`src/rtl/module_name_core_pkg.sv`:
```
// Shared constants for the input conditioner: default sizing and reset values.
`timescale 1ns/1ps
package module_name_core_pkg;

  localparam int DEBOUNCE_CYCLES_DEFAULT = 4;
  localparam int COUNT_W_DEFAULT         = 8;

  localparam logic                       SYNC_RESET     = 1'b0;
  localparam logic                       D_STABLE_RESET = 1'b0;
  localparam logic [COUNT_W_DEFAULT-1:0] Q_RESET        = '0;

  // Debounce counter must hold DEBOUNCE_CYCLES-1; one spare bit keeps cycles=1 legal.
  function automatic int debounce_cnt_w(input int cycles);
    return $clog2(cycles + 1);
  endfunction

endpackage

```
`src/rtl/module_name_sync2.sv`:
```
// Two-flop synchroniser for a single asynchronous bit, cleared by reset.
`timescale 1ns/1ps
module module_name_sync2
  import module_name_core_pkg::*;
(
  input  logic clk,
  input  logic nrst,
  input  logic d,
  output logic q
);

  logic sync1;

  always_ff @(posedge clk or negedge nrst) begin
    if (!nrst) begin
      sync1 <= SYNC_RESET;
      q     <= SYNC_RESET;
    end else begin
      sync1 <= d;
      q     <= sync1;
    end
  end

endmodule

```
`src/rtl/module_name_core.sv`:
```
// Input conditioner: synchronise D, debounce it, emit edge pulses and count rising edges.
`timescale 1ns/1ps
module module_name_core
  import module_name_core_pkg::*;
#(
  parameter int DEBOUNCE_CYCLES = DEBOUNCE_CYCLES_DEFAULT,
  parameter int COUNT_W         = COUNT_W_DEFAULT
) (
  input  logic               clk,
  input  logic               nrst,
  input  logic               D,
  output logic               d_sync,
  output logic               d_stable,
  output logic               d_rise,
  output logic               d_fall,
  output logic [COUNT_W-1:0] q
);

  localparam int               CNT_W    = debounce_cnt_w(DEBOUNCE_CYCLES);
  localparam logic [CNT_W-1:0] CNT_LAST = CNT_W'(DEBOUNCE_CYCLES - 1);

  logic [CNT_W-1:0] cnt;
  logic             accept;

  module_name_sync2 u_sync (
    .clk  (clk),
    .nrst (nrst),
    .d    (D),
    .q    (d_sync)
  );

  // The mismatch has persisted for DEBOUNCE_CYCLES consecutive samples.
  assign accept = (d_sync != d_stable) && (cnt == CNT_LAST);

  always_ff @(posedge clk or negedge nrst) begin
    if (!nrst) begin
      cnt      <= '0;
      d_stable <= D_STABLE_RESET;
      d_rise   <= 1'b0;
      d_fall   <= 1'b0;
    end else begin
      d_rise <= 1'b0;
      d_fall <= 1'b0;
      if (d_sync == d_stable) begin
        cnt <= '0;
      end else if (accept) begin
        cnt      <= '0;
        d_stable <= d_sync;
        d_rise   <= d_sync;
        d_fall   <= ~d_sync;
      end else begin
        cnt <= cnt + CNT_W'(1);
      end
    end
  end

  always_ff @(posedge clk or negedge nrst) begin
    if (!nrst) begin
      q <= COUNT_W'(Q_RESET);
    end else if (accept && d_sync) begin
      q <= q + COUNT_W'(1);
    end
  end

endmodule

```
`config.mk`:
```
export PLATFORM = sky130hd
export DESIGN_NAME = module_name_core
export DESIGN_NICKNAME = d
export VERILOG_FILES = /design/src/rtl/module_name_core_pkg.sv /design/src/rtl/module_name_sync2.sv /design/src/rtl/module_name_core.sv
export SDC_FILE = /design/constraint.sdc
export NUM_CORES = 1
export LEC_CHECK = 0
export ABC_AREA = 1
export CORE_MARGIN = 5
export CORE_UTILIZATION = 45
export DETAILED_ROUTE_END_ITERATION = 8
export PLACE_DENSITY = 0.69
export SLEW_MARGIN = 5
export SYNTH_ARGS = -nofsm -noshare
export SYNTH_HDL_FRONTEND = slang
export SYNTH_SLANG_ARGS = --single-unit
```
`constraint.sdc`:
```
create_clock -name clk -period 1.3 [get_ports clk]
set_input_delay 0.195 -clock clk [delete_from_list [all_inputs] [get_ports clk]]
set_output_delay 0.195 -clock clk [all_outputs]
set_load 0.02 [all_outputs]
```
==> flow_summary.yaml <==
clock_tree:
  cts_sinks: 16
  cts_tree: "built"
  cts_buffers: 3
  ctsLongestPathBuffers: 2
  root_buffer: "clkbuf_4"
  clk_pin_slew_ns: 0.09
  insertion_delay_ns: 0.28
  htree_levels: 1
timing:
  slew_headroom_pct: 85.5
  fmax_mhz: 808
  worstMarginPinSlew_ns: 0.218
  setup_slack_ns: 0.0622
  period_share_pct: 95.2
  skew_ns: 0.00260
  rsz0062_at_grt: "false"
  hold_viol: 0
  slew_viol_final: 0
  layout_min_cycle_time_ns: 1.24
  setup_viol: 0
  setup_tns_ns: 0
setup_path:
  r2r_cells: 7
  cp.arrival_ns: 1.04
  critPathBufInv: 1
  crit_path_top_delay_cell: "dfrtp_1"
  crit_fanout: 4
  cp_num_cells: 1
  cp.required_ns: 1.11
  critPathKind: "reg -> out"
  crit_path_end_kind: "primary output"
  path_cells: "dlygate4sd2_1"
  max_stage_delay_ns: 0.43
  critPathTopFamily: "flip-flops"
  cp-start-kind: "register"
global_route:
  grt_pass1_wl_mm: 2.10
  track_usage_pct: 11.1
  grt_pass1_vias: 498
  overflow: 0
  grt_max_degree: 17
  antenna_found_initial: 0
yosys:
  synth_common_cells: "nand2_1, dfrtp_1, inv_1"
  synth-seq-cells: 16
  ys_types: 16
  ys_warn_count: 0
  ys_top_cells_by_area: "dfrtp_1, nand2_1, inv_1"
  ys.flop_type: "dfrtp_1"
  syn-num-nets: 82
  avgSynthCellArea_um2: 9.10
  async_reset_ff_share_pct: 100
  syn_inst: 77
  yosysMostFrequentCell: "nand2_1"
  synth_area_um2: 701
  synth_top_area_cell: "dfrtp_1"
  yosysTopAreaCellShare_pct: 57.1
  synth_edf_count: 0
  synth-seq-area-share_pct: 57.1
placement:
  pre_cts_ws_ns: 0.0565
  gp_congestion: 0.811
  portBuffers: 14
  post-dp-hpwl_um: 874
  placed_cell_area_um2: 891
detailed_routing:
  vias: 554
  drt-wirelength-per-cell_um: 10.8
  wl_met1_um: 604
  highest_layer: "met4"
  wirelength_mm: 1.27
  dr_wl_met2_um: 572
  dr.first_iter.drc_count: 18
  vias_per_cell: 4.69
  drt-pass1-iter-count: 4
  remaining_drc_errors: 0
  detail-route-antenna-nets: 0
  wl_met3_um: 76
cells_and_area:
  antenna_cells: 0
  final_nets: 108
  drive_above_1_share_pct: 16.7
  area_growth_pct: 36.6
  stdcell_area_um2: 957
floorplan:
  dieHeight_um: 49.5
  die_area_um2: 2450
  ios: 15
  initial_core_util_pct: 47.1
  die_w_um: 49.5
  core.rowCount: 14
  core-area_um2: 1490
pwr:
  p_leak_nw: 0.540
  peakVddDrop_mv: 1.07
  powerDensity_nw_per_um2: 1470
outcome:
  status: "completed"
flow_run:
  drv_cap: 0
hold_path:
  hp-class: "in -> async"
[cells in the final DEF (no fill, tap or decap), types with 3 or more instances in the layout]
master         synthesis  final
buf_4                  0      7
clkbuf_4               0      3
dfrtp_1               16     16
dlygate4sd2_1          0     10
inv_1                 12     12
nand2_1               23     22
nor2_1                 8      8
nor3_1                 3      3
[stage by stage]
step                cells  total power [W]  utilization (%)  hold slack, ns
finish                118          0.00140             64.3           0.213
detailed placement    111          0.00109             59.8           0.340
CTS                   115          0.00138             61.3           0.213
global placement      111          0.00108             59.8           0.338
floorplan              77         0.000879                -          -0.101
global route          118          0.00150             64.3           0.231
[cell families after synthesis]
group | share of synthesized area [%]
compound gates | 2.14
buf+inv | 6.96
fa+ha+maj | 3.57
xor+xnor | 3.75
flops | 57.1
simple gates | 26.4
[routing by layer]
metal / GRT usage [%] / vias up
li1: - / 281
met1: 13.9 / 254
met3: 2.71 / 2
met2: 17.2 / 17
met4: 6.55 / 0
met5: 0 / -
[layout make-up]
cell class,instances,area (um2)
clock buffers,4,36.3
fillers,123,532
inverters,13,48.8
multi-input cells,48,272
flip-flops and latches,16,400
well taps,16,20.0
repair buffers,21,180
[registers in the layout (all words and copies together), names as in the netlist]
register / flops
cnt: 3
d_fall: 1
d_rise: 1
d_stable: 1
q: 8
u_sync.q: 1
u_sync.sync1: 1
[power by group]
group	leakage, nW	internal [W]	switching, W
Combinational	0.306	0.000190	0.000260
Clock	0.0210	0.000170	0.000158
Sequential	0.213	0.000577	0.0000481
Total	0.540	0.000937	0.000466
[what timing repair did]
item / CTS / global route
endpoints found under the hold margin: 0 / 0
pin swaps: 0 / 2
cloned: 0 / 0
hold buffers: 0 / 0
buffers inserted: 0 / 3
gates resized for setup: 12 / 6
endpoints found under the setup margin: 12 / 7
[final timing paths]
check	start	end	slack [ns]
max	q[4]	q[4]	0.06
min	nrst	u_sync.q	0.21
max reg2reg	cnt[1]	q[7]	0.14
min reg2reg	u_sync.sync1	u_sync.q	0.36
max in group asynchronous	nrst	q[6]	0.91
min in group clk	D	u_sync.sync1	0.34
Power figures use the tool's default switching activity.
